[config.mk]
export PLATFORM = sky130hd
export DESIGN_NAME = counter_bank_fixture_flat
export DESIGN_NICKNAME = d
export VERILOG_FILES = /design/src/rtl/counter_bank_pkg.sv /design/src/rtl/counter_bank_fixture_if.sv /design/src/rtl/counter_bank_channel.sv /design/src/rtl/counter_bank_fixture.sv /design/src/flat_wrapper.sv
export SDC_FILE = /design/constraint.sdc
export NUM_CORES = 1
export LEC_CHECK = 0
export ABC_AREA = 1
export BUFFER_PORTS_ARGS = -buffer_cell sky130_fd_sc_hd__buf_2
export CORE_ASPECT_RATIO = 0.7
export CORE_MARGIN = 5
export CORE_UTILIZATION = 45
export DETAILED_ROUTE_END_ITERATION = 10
export PLACE_DENSITY = 0.78
export SLEW_MARGIN = 20
export SYNTH_ARGS = -nofsm -noshare
export SYNTH_HDL_FRONTEND = slang
export SYNTH_HIERARCHICAL = 1
export SYNTH_SLANG_ARGS = --single-unit
export TNS_END_PERCENT = 20
[constraint.sdc]
create_clock -name clk -period 1.76 [get_ports clk]
set_input_delay 0.264 -clock clk [delete_from_list [all_inputs] [get_ports clk]]
set_output_delay 0.264 -clock clk [all_outputs]
set_load 0.01 [all_outputs]
[src/rtl/counter_bank_pkg.sv]
// counter_bank_pkg: shared state, direction and mode encodings for the counter bank
package counter_bank_pkg;
  typedef enum logic [0:0] {IDLE = 1'b0, HOLD = 1'b1} snap_state_t;
  typedef enum logic [0:0] {UP = 1'b0, DOWN = 1'b1} count_dir_t;
  typedef enum logic [0:0] {WRAP = 1'b0, SATURATE = 1'b1} limit_mode_t;
endpackage

[src/rtl/counter_bank_fixture_if.sv]
// counter_bank_fixture_if: counter control, live counts and snapshot handshake bundle
interface counter_bank_fixture_if #(
  parameter int WIDTH = 8,
  parameter int CHANNELS = 4
);
  logic [CHANNELS-1:0] enable;
  logic [CHANNELS-1:0] load;
  logic [CHANNELS-1:0] dir;
  logic [CHANNELS-1:0] limit;
  logic [CHANNELS-1:0] sticky_limit;
  logic [CHANNELS*WIDTH-1:0] load_value;
  logic [CHANNELS*WIDTH-1:0] count;
  logic [CHANNELS*WIDTH-1:0] snap_data;
  logic saturate;
  logic snap_req;
  logic snap_valid;
  logic snap_ready;
  modport master (
    output enable, load, load_value, dir, saturate, snap_req, snap_ready,
    input count, limit, snap_valid, snap_data, sticky_limit
  );
  modport slave (
    input enable, load, load_value, dir, saturate, snap_req, snap_ready,
    output count, limit, snap_valid, snap_data, sticky_limit
  );
endinterface

[src/rtl/counter_bank_channel.sv]
// counter_bank_channel: one up/down counter with load, enable and wrap/saturate boundary handling
module counter_bank_channel
  import counter_bank_pkg::*;
#(
  parameter int WIDTH = 8,
  parameter int RESET_VALUE = 1
) (
  input  logic             clk,
  input  logic             sync_rst,
  input  logic             enable,
  input  logic             load,
  input  logic [WIDTH-1:0] load_value,
  input  logic             dir,
  input  logic             saturate,
  output logic [WIDTH-1:0] count,
  output logic             limit
);
  localparam logic [WIDTH-1:0] MAX = '1;
  logic down;
  logic sat;
  logic at_bound;
  assign down = count_dir_t'(dir) == DOWN;
  assign sat = limit_mode_t'(saturate) == SATURATE;
  assign at_bound = down ? count == '0 : count == MAX;
  // reset beats load beats enable; the boundary step holds in saturate mode and wraps modulo 2^WIDTH otherwise
  always_ff @(posedge clk) begin
    if (sync_rst) begin
      count <= WIDTH'(RESET_VALUE);
      limit <= 1'b0;
    end else if (load) begin
      count <= load_value;
      limit <= 1'b0;
    end else if (enable) begin
      count <= at_bound && sat ? count : down ? count - 1'b1 : count + 1'b1;
      limit <= at_bound;
    end else begin
      limit <= 1'b0;
    end
  end
endmodule

[src/rtl/counter_bank_fixture.sv]
// counter_bank_fixture: bank of up/down counters with an atomic valid/ready snapshot port
// Optional sticky limit flags are built when COUNTER_BANK_STICKY_LIMIT_EN is defined.
module counter_bank_fixture
  import counter_bank_pkg::*;
#(
  parameter int WIDTH = 8,
  parameter int CHANNELS = 4,
  parameter int RESET_VALUE = 1
) (
  input logic clk,
  input logic sync_rst,
  counter_bank_fixture_if.slave bus
);
  localparam logic [0:0] S_IDLE = IDLE;
  localparam logic [0:0] S_HOLD = HOLD;
  logic [CHANNELS*WIDTH-1:0] count;
  logic [CHANNELS-1:0] limit;
  logic [0:0] state;
  logic accept;
  for (genvar i = 0; i < CHANNELS; i++) begin : g_ch
    counter_bank_channel #(.WIDTH(WIDTH), .RESET_VALUE(RESET_VALUE)) u_ch (
      .clk(clk),
      .sync_rst(sync_rst),
      .enable(bus.enable[i]),
      .load(bus.load[i]),
      .load_value(bus.load_value[i*WIDTH +: WIDTH]),
      .dir(bus.dir[i]),
      .saturate(bus.saturate),
      .count(count[i*WIDTH +: WIDTH]),
      .limit(limit[i])
    );
  end
  assign bus.count = count;
  assign bus.limit = limit;
  assign bus.snap_valid = state == S_HOLD;
  assign accept = bus.snap_valid && bus.snap_ready;
  // capture pre-update counts on a request in IDLE; hold them until the consumer accepts
  always_ff @(posedge clk) begin
    if (sync_rst) begin
      state <= S_IDLE;
      bus.snap_data <= '0;
    end else if (state == S_IDLE && bus.snap_req) begin
      state <= S_HOLD;
      bus.snap_data <= count;
    end else if (accept) begin
      state <= S_IDLE;
    end
  end
`ifdef COUNTER_BANK_STICKY_LIMIT_EN
  logic [CHANNELS-1:0] sticky;
  assign bus.sticky_limit = sticky;
  // a limit pulse sets its flag even in the cycle a snapshot acceptance clears the others
  always_ff @(posedge clk) begin
    if (sync_rst) sticky <= '0;
    else sticky <= (sticky & ~{CHANNELS{accept}}) | limit;
  end
`else
  assign bus.sticky_limit = '0;
`endif
endmodule

[src/flat_wrapper.sv]
// flat-port wrapper written by rule: the top's interface ports become plain ports
module counter_bank_fixture_flat import counter_bank_pkg::*;
#(
  parameter int WIDTH = 8,
  parameter int CHANNELS = 4,
  parameter int RESET_VALUE = 1
)
  (clk, sync_rst, bus_enable, bus_load, bus_load_value, bus_dir, bus_saturate, bus_snap_req, bus_snap_ready, bus_count, bus_limit, bus_snap_valid, bus_snap_data, bus_sticky_limit);
  counter_bank_fixture_if #(.WIDTH(WIDTH), .CHANNELS(CHANNELS)) bus_i ();
  input logic clk;
  input logic sync_rst;
  input wire logic [$bits(bus_i.enable)-1:0] bus_enable;
  input wire logic [$bits(bus_i.load)-1:0] bus_load;
  input wire logic [$bits(bus_i.load_value)-1:0] bus_load_value;
  input wire logic [$bits(bus_i.dir)-1:0] bus_dir;
  input wire logic [$bits(bus_i.saturate)-1:0] bus_saturate;
  input wire logic [$bits(bus_i.snap_req)-1:0] bus_snap_req;
  input wire logic [$bits(bus_i.snap_ready)-1:0] bus_snap_ready;
  output wire logic [$bits(bus_i.count)-1:0] bus_count;
  output wire logic [$bits(bus_i.limit)-1:0] bus_limit;
  output wire logic [$bits(bus_i.snap_valid)-1:0] bus_snap_valid;
  output wire logic [$bits(bus_i.snap_data)-1:0] bus_snap_data;
  output wire logic [$bits(bus_i.sticky_limit)-1:0] bus_sticky_limit;
  assign bus_i.enable = bus_enable;
  assign bus_i.load = bus_load;
  assign bus_i.load_value = bus_load_value;
  assign bus_i.dir = bus_dir;
  assign bus_i.saturate = bus_saturate;
  assign bus_i.snap_req = bus_snap_req;
  assign bus_i.snap_ready = bus_snap_ready;
  assign bus_count = bus_i.count;
  assign bus_limit = bus_i.limit;
  assign bus_snap_valid = bus_i.snap_valid;
  assign bus_snap_data = bus_i.snap_data;
  assign bus_sticky_limit = bus_i.sticky_limit;
  counter_bank_fixture #(.WIDTH(WIDTH), .CHANNELS(CHANNELS), .RESET_VALUE(RESET_VALUE)) u_core (.clk(clk), .sync_rst(sync_rst), .bus(bus_i));
endmodule
# ---- Yosys cells after proc, flatten, opt, wreduce, memory -nomap -nowiden
# Index checks and enable logic that the tools add are counted.
dict set report totals {
  output_inout_bits 73
  input_bits 49
  register_bits 69
  wordCells 76
}
dict set report classes {
  n_addsub 8
  eq_ne 8
  n_mux 22
  n_reduce_logical 23
  bitwise 5
}
# cell count
set op_table {}
lappend op_table {{two-way mux 8 bit} 16}
lappend op_table {{adder 8 x 1 -> 8 bit, second input constant} 4}
lappend op_table {{== test 8 bit, second input constant} 4}
lappend op_table {{logical NOT 8 bit} 4}
lappend op_table {{subtractor 8 x 1 -> 8 bit, second input constant} 4}
lappend op_table {{OR reduction 3 bit} 4}
lappend op_table {{nonzero test 2 bit} 5}
lappend op_table {{inequality test 2 bit, second input constant} 4}
lappend op_table {{AND reduction 2 bit} 4}
lappend op_table {{logical AND 1 bit} 6}
lappend op_table {{two-way mux 1 bit} 6}
lappend op_table {{NOT 1 bit} 5}

# ---- Logic depth before layout (Yosys ltp)
# Gate-level depths: netlist of run 1.
dict set report depth {
  depth_word 6
  depth_mapped 12
  depth_no_buf 12
}

# ---- Cells and area by module
# Netlist of run 1, hierarchy kept.
# mod cells_each area_per_inst_um2 instances seq_area_each_um2
set modules_own_cells {}
lappend modules_own_cells {{counter_bank_channel (u_core.g_ch[1].u_ch ...)} 148 860.8 2 180.2}
lappend modules_own_cells {counter_bank_fixture 219 1475.2 1 660.6}
lappend modules_own_cells {{counter_bank_channel (u_core.g_ch[3].u_ch)} 136 833.3 1 180.2}
lappend modules_own_cells {{counter_bank_channel (u_core.g_ch[0].u_ch)} 128 799.5 1 180.2}

# ---- Least setup slack after synthesis of run 1
# No wires, ideal clock.
dict set report synth_path {
  path_kind {reg2reg}
  start {register u_core.g_ch[1].u_ch.count[0]}
  end {register u_core.g_ch[1].u_ch.count[6]}
  setup_ns 0.113
  synth_period_minus_slack_ns 1.656
  path_stages_with_launch 13
  setup_slack_ns 0.104
  arrival_ns 1.543
  t_required_ns 1.647
  path_buffers 0
  path_cell_list {dfxtp_1 -> inv_1 -> fa_1 -> inv_1 -> nand2_1 -> nand2_1 -> nand3b_1 -> nand2_1 -> nand2_1 -> nand3_1 -> nand2_1 -> nor2_1 -> nor2_1}
}
dict set report synth_between {
  elab_chain_len 5
  elab_cells_between_ends 12
  classes_between {add/sub: 2; eq/ne: 2; mux: 5; reduce/logical: 3}
}
# element line
set synth_rtl {}
lappend synth_rtl {{from (decl)} counter_bank_channel.sv:15} ;# output logic [WIDTH-1:0] count,
lappend synth_rtl {{from (signal assigned)} counter_bank_channel.sv:28} ;# count <= WIDTH'(RESET_VALUE);
lappend synth_rtl {{from (signal assigned)} counter_bank_channel.sv:31} ;# count <= load_value;
lappend synth_rtl {{from (signal assigned)} counter_bank_channel.sv:34} ;# count <= at_bound && sat ? count : down ? count - 1'b1 : count + 1'b1;
lappend synth_rtl {{adder 8 x 1 -> 8 bit (tied with other cells)} counter_bank_channel.sv:34}
lappend synth_rtl {{two-way mux 8 bit / two-way mux 1 bit (equally long branches)} {counter_bank_channel.sv:34, counter_bank_channel.sv:24}}
lappend synth_rtl {{two-way mux 8 bit / logical AND 1 bit (equally long branches)} counter_bank_channel.sv:34}
lappend synth_rtl {{two-way mux 8 bit / inequality test 2 bit (equally long branches)} --}
lappend synth_rtl {{two-way mux 8 bit / AND reduction 2 bit (equally long branches)} --}
# Several ways; a longest one is shown, not always the timed one. The select of a mux whose other input is x is not followed.
# A chain may end at the register's enable or synchronous reset.

# ---- Worst setup path after layout of run 1
dict set report layout_path {
  start {register u_core.g_ch[2].u_ch.count[1]}
  end {register u_core.g_ch[2].u_ch.count[6]}
}
dict set report layout_between {
  elab_chain_len 5
  elab_cells_between_ends 12
  classes_between {add/sub: 2; eq/ne: 2; mux: 5; reduce/logical: 3}
}
# element line
set layout_rtl {}
lappend layout_rtl {{from (decl)} counter_bank_channel.sv:15}
lappend layout_rtl {{from (signal assigned)} counter_bank_channel.sv:28}
lappend layout_rtl {{from (signal assigned)} counter_bank_channel.sv:31}
lappend layout_rtl {{from (signal assigned)} counter_bank_channel.sv:34}
lappend layout_rtl {{adder 8 x 1 -> 8 bit (tied with other cells)} counter_bank_channel.sv:34}
lappend layout_rtl {{two-way mux 8 bit / two-way mux 1 bit (equally long branches)} {counter_bank_channel.sv:34, counter_bank_channel.sv:24}}
lappend layout_rtl {{two-way mux 8 bit / logical AND 1 bit (equally long branches)} counter_bank_channel.sv:34}
lappend layout_rtl {{two-way mux 8 bit / inequality test 2 bit (equally long branches)} --}
lappend layout_rtl {{two-way mux 8 bit / AND reduction 2 bit (equally long branches)} --}
# Several ways; a longest one is shown, not always the timed one. The select of a mux whose other input is x is not followed.

==> metrics, run 1 <==
drt total wl 12900 microns; Hold/Removal Path Class input pin to flop; CP required ~2000 ps; CTS tree done; critical path startpoint category flop; status completed; layout cells sized above 1 21.7%; initial core utilization between 40% and 50%; GRT Residual Overflow 0; CTS sink cnt roughly 70; Core Area 10400 sq um; RSZ-0062 raised after global routing false; Synth area leader dfxtp_1; Setup WS pre-CTS -1.28 ps; via count 5094; most common cell in the netlist nand2_1; DIE HEIGHT approximately 97 microns; post-synthesis instance total 779; worst vdd ir approximately 530 uV; Data arrival, critical path 1840 ps; first-pass GRT wire length 21300 microns; worst hold margin roughly 180 ps; Yosys warning total 6; Most used DFF post-synth dfxtp_1; initial antenna violation count 0; Num CTS Buffers 9; synth cell count leaders 208 x nand2_1, 155 x nor2_1, 102 x inv_1; post_cts resized 0; post-route insts no fill 1051; setup TNS 0 ps; filler cell count 1069; Hold Fails Final Rpt 0; crit path capture type flop; multi-input logic area 2870 sq um; Async S/R FF share, synth 0%; library cells used by synthesis 36; Detail Route Antenna Nets 0; Reg area 1380 sq um; DRC violations left 0; Leak Pwr 3.34 nW; Setup WS post-layout 150 ps; Synth Area per Inst 6.20 sq um; TritonRoute pass-1 iters 5; total power 5.16 mW; fin crit period 1610 ps; CTS root buf clkbuf_16; Post-CTS Hold Fix Bufs 0; EDFF count, synth 0; cell row count 31; fin crit share 91.5%; Max clock buf depth 2; vias per cell 4.85; vias in the first global route roughly 4500; Iteration-0 DRC Markers 330; Max Cap Violations 0; skew final 3.83 ps; I/O pin count 122; die area between 10000 and 15000 sq um; top-area cell type share of the netlist area 28.6%; cell area after synthesis 4830 sq um; Seq cells post-synth 69; clock input transition at the sequential cells of the worst setup and hold paths around 60 ps; GRT Util Overall 19.5%; fmax 621 MHz; Max H-tree Level 3; Final Net Count 991; top post-synthesis cells by area dfxtp_1 29%, nand2_1 16%, nor2_1 12%, nand3_1 8.9%, inv_1 7.9%; Avg WL per Cell 12.3 microns; Worst Setup Path Type flop to flop; I/O Buffers about 120; Placed Area 5640 sq um; hpwl dp 9910 microns; Placed Instances about 1000; worst skew pair latency 330 ps; Area Overhead vs Synth 22.7%; final core occ a little under three fifths; largest net degree at the start of global routing 33; routability cong. between 0.9 and 1; fin area 5930 sq um; max-slew violations 0; Die X 134 microns; ant diodes 0; pwr dens 871 nW/um^2; CP Max Fanout 4; Post-CTS Setup Bufs 0; sequential area share after synthesis 28.6%; Finish-stage setup viols 0
## worst max-delay path, stage by stage (launching register included)
cell	delay, ps
dfxtp_1	380
inv_1	70
fa_1	350
inv_1	70
nand2_1	70
nand2_1	100
nand3b_1	110
nand2_1	70
nand2_1	40
nand3_1	60
nand2_1	50
nor2_1	80
nor2_1	50
## layout by cell type, fill, tap and decap left out
cell type   instances
clkbuf_16           9
or2_2               5
nand4_1             2
o211ai_1            1
or2_1               2
clkinv_2            4
and3_1              3
a21oi_1            26
nand3_1            86
bufinv_16           1
o21ai_0            12
xor2_1              4
nor2_1            155
conb_1              4
a21o_1              1
nand2_2            10
clkinv_4            1
ha_1               24
buf_4              28
inv_1             102
xnor2_1             3
o21ai_1             2
a21boi_0            1
clkinvlp_4          1
nor3b_1             1
nand2_1           208
dfxtp_1            69
buf_12              1
nor3_1              4
nand3_4             4
nand3b_1            6
nor2_4              1
buf_2             117
fa_1                4
inv_2               6
and3_2              1
nand2_4             4
a21oi_2             6
## layer usage
metal / track usage, % / wire length (microns)
met5: 0 / 0
met4: 3.40 / 70
met3: 4.93 / 949
met2: 28.7 / 5330
met1: 29.0 / 6580
## power by group
| group | total [mW] | internal (mW) | switching, mW |
|---|---|---|---|
| registers | 1.81 | 1.70 | 0.102 |
| clock network | 1.78 | 1.09 | 0.697 |
| logic | 1.57 | 0.636 | 0.935 |
| total | 5.16 | 3.43 | 1.73 |
## worst paths after layout
| kind | from | to | slack (ps) | cells past startpoint |
|---|---|---|---|---|
| worst max-delay path | u_core/g_ch[2].u_ch/count[1]$_SDFFE_PP0P_ | u_core/g_ch[2].u_ch/count[6]$_SDFFE_PP0P_ | 150 | 12 |
| worst min-delay path | bus_load_value[0] | u_core/g_ch[0].u_ch/count[0]$_SDFFE_PP1P_ | 180 | 3 |
| worst max register to register | u_core/g_ch[2].u_ch/count[1]$_SDFFE_PP0P_ | u_core/g_ch[2].u_ch/count[6]$_SDFFE_PP0P_ | 150 | 12 |
| worst min register to register | u_core/bus.snap_data[12]$_SDFFE_PP0P_ | u_core/bus.snap_data[12]$_SDFFE_PP0P_ | 480 | 2 |
## logic make-up after synthesis
kind of cell / synth area share, %
DFF: 28.6
xor gates and xnor gates: 1.27
other: 0.0776
AOI/OAI and AO/OA: 5.70
adders and majority gates: 7.88
buffers and inverters: 12.2
and+or+nand+nor: 44.2
## state kept, by name (all words and copies together) (netlist names)
signal                  cells
u_core/bus.snap_data       32
u_core/g_ch.u_ch/count     32
u_core/g_ch.u_ch/limit      4
u_core/bus.snap_valid       1
## layout make-up
| class | instances | share of cell area (%) |
|---|---|---|
| sequential | 69 | 23.3 |
| clock inverter | 7 | 1.12 |
| timing repair buffer | 146 | 13.8 |
| inverter | 108 | 6.84 |
| multi-input combinational | 580 | 48.4 |
| clock buffer | 9 | 3.80 |
| tap | 132 | 2.79 |
Power figures use the tool's default switching activity.
==> run 2, diff against run 1 <==
- MAX_ROUTING_LAYER: not set -> met4
==> run 2 against run 1 <==
  * Final cell count unchanged
  * First-iteration DRC count increased by 0.30%
  * Final area unchanged
  * Global-route usage increased by 0.56 points
  * Clock power about the same
  * Register-to-register slack about the same
  * Maximum frequency about the same
==> metrics, run 2 (synthesized netlist as in run 1, its figures left out) <==
CP Max Fanout 4 (unchanged); hpwl dp 9910 microns (unchanged); top flop regs u_core/bus.snap_data (32), u_core/g_ch.u_ch/count (32), u_core/g_ch.u_ch/limit (4); hold_sp bus_load_value[0]; Setup crit start u_core/g_ch[2].u_ch/count[1]$_SDFFE_PP0P_; total power 5.16 mW (about the same); Detail Route Antenna Nets 0 (unchanged); CP most frequent cell nand2_1; worst vdd ir 527 uV (about the same); Worst Setup Path Type flop to flop; Max clock buf depth 2 (unchanged); clock input transition at the sequential cells of the worst setup and hold paths 60 ps (about the same); Core Area 10400 sq um (unchanged); GRT Util Overall 20.1% (+0.56 points); via count 5098 (+0.079%); die area 12900 sq um (unchanged); Finish-stage setup viols 0 (unchanged); layout cells sized above 1 21.7% (unchanged); I/O Buffers 117 (unchanged); hold path cells 3 (unchanged); routability cong. 0.920 (+1.7%); Die X 134 microns (unchanged); drt total wl 12900 microns (-0.27%); CTS sink cnt 69 (unchanged); max-slew violations 0 (unchanged); CP Cell Sequence inv_1 -> fa_1 -> inv_1 -> nand2_1 -> nand2_1 -> nand3b_1 -> nand2_1 -> nand2_1 -> nand3_1 -> nand2_1 -> nor2_1 -> nor2_1; Avg WL per Cell 12.3 microns (-0.27%); worst skew pair latency 330 ps (about the same); fin crit period 1610 ps (-1.07 ps); Setup WS post-layout 151 ps (+1.07 ps); crit path capture type flop; I/O pin count 122 (unchanged); GRT Residual Overflow 0 (unchanged); ant diodes 0 (unchanged); Post-CTS Setup Bufs 0 (unchanged); CP bufs+invs 2 (unchanged); FF-to-FF path depth 12 (unchanged); Area Overhead vs Synth 22.7% (unchanged); Hold Fails Final Rpt 0 (unchanged); DRC violations left 0 (unchanged); RSZ-0062 raised after global routing false; Leak Pwr 3.34 nW (unchanged); reg-to-reg startpoint u_core/g_ch[2].u_ch/count[1]$_SDFFE_PP0P_; pwr dens 870 nW/um^2 (about the same); post_cts resized 0 (unchanged); DIE HEIGHT 96.7 microns (unchanged); largest net degree at the start of global routing 33 (unchanged); Final Net Count 991 (unchanged); cell row count 31 (unchanged); CP top delay family simple AND/OR/NAND/NOR gates; max incr delay on CP 380 ps (about the same); Crit-path slowest cell dfxtp_1; Setup WS pre-CTS -1.28 ps (unchanged); Max Cap Violations 0 (unchanged); skew final 3.63 ps (-0.196 ps); TritonRoute pass-1 iters 5 (unchanged); fmax 622 MHz (about the same); critical path startpoint category flop; Num CTS Buffers 9 (unchanged); most common library cell in the layout ignoring fill and taps nand2_1; Iteration-0 DRC Markers 331 (+0.30%); Hold/Removal Path Class input pin to flop; status completed; initial core utilization 46.3% (unchanged); CTS tree done; first-pass GRT wire length 21300 microns (about the same); fin crit share 91.4% (about the same); vias in the first global route 4514 (-0.066%); CTS root buf clkbuf_16; most frequent cells in the layout 208 x nand2_1, 155 x nor2_1, 117 x buf_2, 102 x inv_1, 86 x nand3_1; CP required 1990 ps (about the same); Data arrival, critical path 1830 ps (about the same); WP depth 12 (unchanged); initial antenna violation count 0 (unchanged); Max H-tree Level 3 (unchanged); vias per cell 4.85 (about the same); Post-CTS Hold Fix Bufs 0 (unchanged)
run 2: metrics by stage:
| step | hold WS [ps] | area [sq um] | TNS, ps | std cells | util [%] |
|---|---|---|---|---|---|
| floorplan | 326 | 4840 | 0 | 782 | - |
| global placement | 460 | 5640 | 0 | 1035 | 54.0 |
| detailed placement | 468 | 5640 | -1.28 | 1035 | 54.0 |
| CTS | 167 | 5930 | 0 | 1051 | 56.8 |
| global route | 178 | 5930 | 0 | 1051 | 56.8 |
| finish | 183 | 5930 | 0 | 1051 | 56.8 |
run 2: final timing paths:
check,slack [ps],end
worst max-delay path,150,u_core/g_ch[2].u_ch/count[6]$_SDFFE_PP0P_
worst min-delay path,180,u_core/g_ch[0].u_ch/count[0]$_SDFFE_PP1P_
worst max register to register,150,u_core/g_ch[2].u_ch/count[6]$_SDFFE_PP0P_
worst min register to register,480,u_core/bus.snap_data[12]$_SDFFE_PP0P_
run 2: layer usage:
layer / wire length [microns] / up-vias / GRT usage [%]
met5: 0 / - / -
met4: 65 / 0 / 3.40
met3: 867 / 9 / 4.56
met2: 5320 / 156 / 28.7
met1: 6650 / 2255 / 29.3
li1: - / 2678 / -
run 2: layout make-up:
| class | count | area [sq um] |
|---|---|---|
| Clock inverter | 7 | 66.3 |
| Tap cell | 132 | 165 |
| Inverter | 108 | 405 |
| Multi-Input combinational cell | 580 | 2870 |
| Sequential cell | 69 | 1380 |
| Clock buffer | 9 | 225 |
| Timing Repair Buffer | 146 | 816 |
| Fill cell | 1069 | 4510 |
run 2: worst reg2reg max path, stage by stage (launching register included):
cell and delay (ps):
dfxtp_1 380, inv_1 70, fa_1 350, inv_1 70
nand2_1 70, nand2_1 100, nand3b_1 110, nand2_1 70
nand2_1 40, nand3_1 60, nand2_1 50, nor2_1 80
nor2_1 50
run 2: where the power goes:
part | switching [mW] | internal (mW) | total (mW)
clock | 0.693 | 1.09 | 1.78
sequential | 0.102 | 1.70 | 1.81
combinational | 0.935 | 0.637 | 1.57
